--- src/rtl/decoder_pkg.sv ---
// Shared types and constants for the decoder_scan block.
package decoder_pkg;

  typedef enum logic [1:0] {
    IDLE   = 2'd0,
    DIRECT = 2'd1,
    SCAN   = 2'd2
  } state_t;

  localparam logic MODE_DIRECT = 1'b0;
  localparam logic MODE_SCAN   = 1'b1;

endpackage

--- src/rtl/decoder_dwell_timer.sv ---
// Hold counter for scan positions: expire is high on the last cycle of each hold period.
module decoder_dwell_timer #(
  parameter int DWELL_W = 8
) (
  input  logic               clk,
  input  logic               rst,
  input  logic               clear,
  input  logic [DWELL_W-1:0] dwell,
  output logic               expire
);

  logic [DWELL_W-1:0] cnt;

  // Compared against the live dwell so a shortened dwell expires at once.
  assign expire = (cnt >= dwell);

  always_ff @(posedge clk) begin
    if (rst || clear) begin
      cnt <= '0;
    end else if (expire) begin
      cnt <= '0;
    end else begin
      cnt <= cnt + 1'b1;
    end
  end

endmodule

--- src/rtl/decoder_scan.sv ---
// Binary-to-one-hot decoder with optional auto-scan mode.
// Auto-scan (SCAN state, dwell timer, wrap pulse) is built only with DECODER_SCAN_EN.
module decoder_scan
  import decoder_pkg::*;
#(
  parameter  int SEL_W   = 3,
  parameter  int DWELL_W = 8,
  localparam int OUT_N   = 2**SEL_W
) (
  input  logic               clk,
  input  logic               rst,
  input  logic               en,
  input  logic               mode,
  input  logic [SEL_W-1:0]   sel,
  input  logic               sel_valid,
  input  logic [DWELL_W-1:0] dwell,
  output logic [OUT_N-1:0]   out,
  output logic               out_valid,
  output logic [SEL_W-1:0]   index,
  output logic               wrap
);

  state_t state;

`ifdef DECODER_SCAN_EN
  logic             expire;
  logic             scan_hold;
  logic [SEL_W-1:0] next_index;

  // Timer only runs while an established scan continues; any other path clears it.
  assign scan_hold  = (state == SCAN) && en && (mode == MODE_SCAN);
  assign next_index = index + 1'b1;

  decoder_dwell_timer #(
    .DWELL_W(DWELL_W)
  ) u_dwell (
    .clk   (clk),
    .rst   (rst),
    .clear (!scan_hold),
    .dwell (dwell),
    .expire(expire)
  );
`else
  logic unused_cfg;
  assign unused_cfg = ^{mode, dwell, state};
`endif

  always_ff @(posedge clk) begin
    if (rst) begin
      state     <= IDLE;
      out       <= '0;
      out_valid <= 1'b0;
      index     <= '0;
      wrap      <= 1'b0;
    end else if (!en) begin
      state     <= IDLE;
      out       <= '0;
      out_valid <= 1'b0;
      wrap      <= 1'b0;
`ifdef DECODER_SCAN_EN
    end else if (mode == MODE_SCAN) begin
      state <= SCAN;
      if (state != SCAN) begin
        index     <= '0;
        out       <= OUT_N'(1);
        out_valid <= 1'b1;
        wrap      <= 1'b0;
      end else if (expire) begin
        index <= next_index;
        out   <= OUT_N'(1) << next_index;
        wrap  <= (index == '1);
      end else begin
        wrap <= 1'b0;
      end
`endif
    end else begin
      state <= DIRECT;
      wrap  <= 1'b0;
      if (sel_valid) begin
        out       <= OUT_N'(1) << sel;
        index     <= sel;
        out_valid <= 1'b1;
      end
    end
  end

endmodule
--- config.mk ---
export PLATFORM = sky130hd
export DESIGN_NAME = decoder_scan
export DESIGN_NICKNAME = d
export VERILOG_FILES = /design/src/rtl/decoder_pkg.sv /design/src/rtl/decoder_dwell_timer.sv /design/src/rtl/decoder_scan.sv
export SDC_FILE = /design/constraint.sdc
export NUM_CORES = 1
export LEC_CHECK = 0
export CORE_AREA = 2 2 43 45
export DETAILED_ROUTE_END_ITERATION = 7
export DIE_AREA = 0 0 45 47
export GPL_TIMING_DRIVEN = 0
export PLACE_DENSITY = 0.7
export SKIP_LAST_GASP = 1
export SLEW_MARGIN = 20
export SYNTH_ARGS = -nofsm -noshare
export SYNTH_HDL_FRONTEND = slang
export SYNTH_SLANG_ARGS = --single-unit
export TNS_END_PERCENT = 10
--- constraint.sdc ---
create_clock -name clk -period 0.8 [get_ports clk]
set_input_delay 0.08 -clock clk [delete_from_list [all_inputs] [get_ports clk]]
set_output_delay 0.08 -clock clk [all_outputs]
set_load 0.01 [all_outputs]
# After elaboration in Yosys (flattened, before gate mapping)

Cells that the tools add are included.
Widths: inputs -> output; s select.

Flip-flop bits (word level): 12
Input port bits: 16
Output and inout bits: 13
Word-level logic and storage cells: 7

Shift-type cells: 1
Bitwise operators: 1
Reductions and logical operators: 2

Operators by type and width:

| kind                | count |
|---|---|
| $shl 1x3->8 const A | 1 |
| $reduce_and 2->1    | 1 |
| $reduce_or 2->1     | 1 |
| $not 1->1           | 1 |

# Longest topological paths before layout

Depth after elaboration: 2
Gate-level depth with buffers: 4
Depth with buffers taken out: 2

# Worst setup path after synthesis

Ideal clock, no wire load.

Kind: input to register
From: input port sel[2]
To: register out[0]
Setup time: 0.070 ns
Arrival: 0.693 ns
Required time: 0.730 ns
Path slack: 0.037 ns
Stages on the path: 2
Path buffers: 0
Cells stage by stage: or4b_1 -> a21oi_1

Longest elaborated chain between the ends: 1

RTL lines:

| item                 | RTL line           | text |
|---|---|---|
| start, declared      | decoder_scan.sv:14 | `input logic [SEL_W-1:0] sel,` |
| $shl 1x3->8          | decoder_scan.sv:80 | `out <= OUT_N'(1) << sel;` |
| end signal, assigned | decoder_scan.sv:80 |  |
| end, declared        | decoder_scan.sv:17 | `output logic [OUT_N-1:0] out,` |

Every way passes these cells.
A chain may end at the register's enable or synchronous reset.

# Worst setup path after layout

From: input port sel_valid
To: register index[0]

Longest elaborated chain between the ends: 1

RTL lines:

| item                       | RTL line           | text |
|---|---|---|
| start, declared            | decoder_scan.sv:15 | `input logic sel_valid,` |
| $reduce_and 2->1 (no line) | n/a                |  |
| end signal, assigned       | decoder_scan.sv:81 | `index <= sel;` |
| end, declared              | decoder_scan.sv:19 | `output logic [SEL_W-1:0] index,` |

Every way passes these cells.

==> results.py <==
metrics = {
    "run_status": {
        "outcome": "finished, violations left",
        "failed_checks": "setup timing",
    },
    "critical_path": {
        "r2r_end": "index[1]",
        "path_class": "input pin to flop",
        "r2r_slack_ns": 0.08,
        "crit_arrival_ns": 1.02,
        "r2r_start": "index[1]",
        "reg2regPathDepth": 2,
        "cp_max_fo": 10,
        "critPathMaxStageDelay_ns": 0.28,
        "end_kind": "flop",
        "critPathMostFrequentCell": "buf_4",
        "crit_required_ns": 1.00,
        "slowest_stage": "dlygate4sd2_1",
        "worstSetupStartpointType": "input pin",
        "crit_path_cell_trace": "dlygate4sd2_1 > buf_4 > buf_4 > a21bo_2 > a21oi_2",
    },
    "synthesis": {
        "synth-async-reset-ratio": 0,
        "netlist_area_um2": 505,
        "synthTopCellsByCount": "dfxtp_1, a21oi_1, nand2b_1",
        "seq_area_frac_synth": 0.475,
        "synth.net_count": 69,
        "syn_inst": 53,
        "synth_top_area_frac": 0.475,
        "avgSynthCellArea_um2": 9.54,
        "ys_types": 14,
        "synth_area_leader_cell": "dfxtp_1",
        "synth_ff_type": "dfxtp_1",
        "ys_ff_latch": 12,
        "synthMostInstantiatedCell": "dfxtp_1",
        "synth_area_leaders": "dfxtp_1, nand2b_1, a21oi_1",
        "ys.warnings.count": 0,
        "synth_edf_count": 0,
    },
    "clock_network": {
        "cts_buffers": 3,
        "clockBufferDepth": 2,
        "h-tree-depth": 1,
        "numClockSinks": 12,
        "clkTransAtPathRegs_ns": 0.08,
        "cts-root-buf": "clkbuf_4",
        "clock_latency_ns": 0.27,
        "cts_tree": "yes",
    },
    "timing": {
        "hold_viol_final": 0,
        "final.period_utilization": 1.02,
        "rsz0062_at_grt": "yes",
        "final.min_clock_period_ns": 0.814,
        "fin_skew_ns": 0,
        "setup_viol": 6,
        "finalSetupTns_ns": -0.0328,
        "finalWorstSetupSlack_ns": -0.0137,
        "report.final.slew_viol_count": 0,
        "fmax_mhz": 1230,
    },
    "detailed_routing": {
        "vias": 448,
        "ant_nets": 0,
        "vias_per_cell": 4.82,
        "first_pass_iters": 6,
        "wirelength_mm": 1.05,
        "drc": 0,
        "wire_per_inst_um": 11.3,
        "drt_iter0_drc": 17,
    },
    "power": {
        "switching_share": 0.228,
        "p_per_area_mw_per_mm2": 1680,
        "seqPwrFrac": 0.496,
        "power.leakage_nw": 0.308,
        "power.switching_mw": 0.285,
        "pwr-share-clk": 0.386,
        "vdd_drop_max_mv": 0.955,
        "internal_power_mw": 0.966,
        "p_comb_frac": 0.119,
    },
    "min_path": {
        "holdPathEnd": "index[1]",
        "hold_depth": 3,
        "hold_class": "input pin to flop",
        "worstHoldStart": "sel[1]",
    },
    "floorplanning": {
        "initial_utilization": 0.306,
        "rows": 15,
        "die_y_um": 47,
        "io_pins": 29,
        "die_area_mm2": 0.00212,
        "core-area_mm2": 0.00165,
        "die_x_um": 45,
    },
    "finish": {
        "fill_cells": 165,
        "areaGrowthSynthToFinish_pct": 47.0,
        "antennaDiodeCount": 0,
        "drive_gt1_frac": 0.539,
        "nets": 93,
        "stdcell_area_um2": 743,
    },
    "placement": {
        "preCtsSetupSlack_ns": -0.586,
        "port_buffers": 18,
        "hpwl_um": 694,
        "post_dp_cell_area_um2": 707,
        "gp_congestion": 0.745,
    },
    "grt": {
        "grt_pass1_wl_mm": 1.57,
        "grt_max_degree": 11,
        "grt_antenna_before_repair": 0,
        "gr-total-overflow": 0,
        "grt_pass1_vias": 357,
        "grt_use_total": 0.107,
    },
    "job": {
        "maxCapViolCount": 0,
    },
}
[worst max-delay path: cells and delay by family]
family / cells / cell delay (ns)
AOI/OAI and AO/OA: 2 / 0.32
buffers and inverters: 3 / 0.63
[power groups by stage]
stage	sequential (mW)	combinational (mW)	clock [mW]
after floorplan	0.638	0.0626	0
after CTS	0.617	0.143	0.498
after detailed placement	0.631	0.156	0
after global routing	0.622	0.161	0.531
after global placement	0.631	0.156	0
final	0.620	0.148	0.482
[kinds of logic after synthesis]
| logic type | after synthesis | share of synthesized area |
|---|---|---|
| AOI/OAI and AO/OA | 14 | 0.168 |
| buffers and inverters | 4 | 0.0421 |
| DFF | 12 | 0.475 |
| other | 1 | 0.00742 |
| and+or+nand+nor | 22 | 0.307 |
[how the worst max path moves through the flow]
| stage | start | end | slack [ns] | cells after the start |
|---|---|---|---|---|
| after CTS | rst | out[4] | -0.17 | 4 |
| after global routing | index[1] | index[1] | -0.04 | 1 |
| after floorplan | sel[2] | out[0] | 0.04 | 2 |
| final | sel_valid | index[0] | -0.01 | 5 |
| after detailed placement | sel[2] | out[0] | -0.59 | 3 |
| after global placement | sel[2] | out[0] | -0.57 | 3 |
[layer usage]
layer  GRT usage  routed length, µm
met4      0.0882                  0
met1       0.143                496
met2       0.140                453
met3      0.0346                102
met5           0                  0
[final cells by class]
cell class                      instances  area (µm²)  area share
Multi-Input combinational cell         37         255       0.343
Timing Repair Buffer                   20         153       0.205
Sequential cell                        12         255       0.343
Tap cell                               17        21.3      0.0286
Clock buffer                            4        36.3      0.0488
Buffer                                  3        22.5      0.0303
[timing repair]
action	4_1_cts	5_1_grt
setup buffers	0	2
pin swaps	0	0
endpoints found under the setup margin	24	24
gates resized for setup	23	52
hold buffers	0	0
[through the flow]
step,hold WS [ns],total power [mW],util,cells
2_1_floorplan,0.149,0.701,-,53
3_3_place_gp,0.458,0.787,0.428,88
4_1_cts,0.282,1.26,0.443,92
6_report,0.147,1.25,0.450,93
5_1_grt,0.158,1.31,0.450,93
3_5_place_dp,0.461,0.787,0.428,88
[state kept, by name, summed over array words and instances, names as in the netlist]
| register | cells |
|---|---|
| index | 3 |
| out | 8 |
| out_valid | 1 |
[cell usage in the layout (no fill, tap or decap), types with 2 or more instances in the layout]
| cell | count |
|---|---|
| nand3_1 | 3 |
| nand4b_1 | 3 |
| nand2b_1 | 8 |
| nand4bb_1 | 3 |
| dfxtp_2 | 12 |
| buf_4 | 5 |
| buf_6 | 5 |
| nor2_1 | 2 |
| a21oi_1 | 10 |
| a21bo_2 | 3 |
| clkbuf_4 | 3 |
| clkbuf_2 | 9 |
(Power assumes the default switching activity.)
==> edit (config.mk and constraints unchanged) <==
Add an input register stage for `sel` and `sel_valid`, with the module's reset; this delays them by one clock. The other inputs are not delayed to match.
--- a/src/rtl/decoder_scan.sv
+++ b/src/rtl/decoder_scan.sv
@@ -20,4 +20,17 @@
   output logic               wrap
 );
+
+  logic [SEL_W-1:0] sel_q;
+  logic sel_valid_q;
+
+  always_ff @(posedge clk) begin
+    if (rst) begin
+      sel_q       <= '0;
+      sel_valid_q <= '0;
+    end else begin
+      sel_q       <= sel;
+      sel_valid_q <= sel_valid;
+    end
+  end
 
   state_t state;
@@ -77,7 +90,7 @@
       state <= DIRECT;
       wrap  <= 1'b0;
-      if (sel_valid) begin
-        out       <= OUT_N'(1) << sel;
-        index     <= sel;
+      if (sel_valid_q) begin
+        out       <= OUT_N'(1) << sel_q;
+        index     <= sel_q;
         out_valid <= 1'b1;
       end
Function: changed (a bounded check fails within 4 cycles, from zero or initial values and one cycle with rst high).
==> edit against the unedited design <==
The flow still finishes with violations (setup timing); total power increased by 22%; wire length increased by 11%; area after synthesis increased by 21%; sequential power increased by 34%; setup slack got worse by 0.26 ns; worst hold slack improved by 0.18 ns; clock skew increased by 0.0079 ns; design area increased by 22%; maximum frequency decreased by 24%; sequential cell count increased by 4; largest power group unchanged.
==> edit: results (changes against the unedited design) <==
| Metric | Value |
|---|---|
| Status | `finished with violations (unchanged)` |
| Violated checks | `setup timing (unchanged)` |
| Placement Setup Slack | `-0.5999 ns (was -0.5859 ns)` |
| Final Skew | `0.007943 ns (was 0 ns)` |
| Arrival time at the worst endpoint | `1.29 ns (was 1.02 ns)` |
| FILL cells | `168 (was 165)` |
| Number of global-route vias before repair | `403 (was 357)` |
| Fin worst setup slack | `-0.2730 ns (was -0.01366 ns)` |
| Critical-path maximum fanout | `2 (was 10)` |
| Layout Cells excl Fill | `105 (was 93)` |
| Buffer share of cell area | `0.2672 (was 0.2357)` |
| Top cells by count, synth | `16 x dfxtp_1, 11 x a21oi_1, 9 x nand2b_1 (was 12 x dfxtp_1, 11 x a21oi_1, 9 x nand2b_1)` |
| Area of the multi-input gates | `276.5 um2 (was 255.2 um2)` |
| Setup violators final | `24 (was 6)` |
| Clk pin slew, worst setup/hold paths | `0.10 ns (was 0.08 ns)` |
| Clock buf/inv share | `0.03994 (was 0.04882)` |
| Syn nets | `77 (was 69)` |
| Setup tns final | `-3.829 ns (was -0.03276 ns)` |
| Sequential area share after synthesis | `0.5246 (was 0.4752)` |
| Non-clock buffer count in the final layout | `27 (was 23)` |
| Share of post-route cells with drive strength above 1 | `0.2727 (was 0.5395)` |
| Maximum vdd drop | `1.121 mV (was 0.9553 mV)` |
| Leakage power | `0.0003763 uW (was 0.0003077 uW)` |
| Sequential cell area | `331.6 um2 (was 255.2 um2)` |
| Synth area leaders | `dfxtp_1 52%, nand2b_1 9.2%, a21oi_1 9.0% (was dfxtp_1 48%, nand2b_1 11%, a21oi_1 11%)` |
| DRT Pass-1 Iters | `4 (was 6)` |
-- edit: per-stage QoR --
| step | util | total power, uW |
|---|---|---|
| after floorplan | - | 913.7 |
| after global placement | 0.4932 | 977.0 |
| after detailed placement | 0.4932 | 979.7 |
| after CTS | 0.5273 | 1511 |
| after global routing | 0.5500 | 1581 |
| final | 0.5500 | 1520 |
-- edit: metal layers --
layer / share of wire / up-vias / routed length, um / track usage
met2: 0.47 / 17 / 550 / 0.1743
met1: 0.45 / 243 / 518 / 0.1571
met5: 0 / - / 0 / 0
li1: - / 269 / - / -
met3: 0.071 / 2 / 82 / 0.03462
met4: 0.010 / 0 / 12 / 0.07059
-- edit: timing repair --
item | 4_1_cts | 5_1_grt
setup buffers | 3 | 2
endpoints found under the setup margin | 24 | 24
hold buffers | 0 | 0
gates cloned | 0 | 1
pin swaps | 0 | 1
gates resized for setup | 23 | 5
-- edit: worst paths after layout --
path | from | end | slack (ns) | depth (start not counted)
worst max-delay path | sel_q[2] | out[0] | -0.27 | 2
worst min-delay path | sel[1] | sel_q[1] | 0.33 | 2
worst max register to register | sel_q[2] | out[0] | -0.27 | 2
worst min register to register | out[7] | out[7] | 0.47 | 2
-- edit: power breakdown --
part | internal (uW) | total [uW] | switching (uW) | leakage (uW)
Combinational | 93.9 | 156 | 62.4 | 0.000223
Sequential | 813 | 828 | 14.6 | 0.000132
Clock | 277 | 536 | 259 | 0.0000210
-- edit: cell families (layout without fill, tap and decap cells) --
group,Yosys count,in the layout,share of synthesized area
buf+inv,4,31,0.03484
other cells,1,1,0.006142
compound gates,14,14,0.1393
flops,16,16,0.5246
simple gates,26,26,0.2951
-- edit: critical path: stages (launching register included) --
cell     delay (ns)
dfxtp_4        0.35
or4b_1         0.52
a21oi_1        0.13
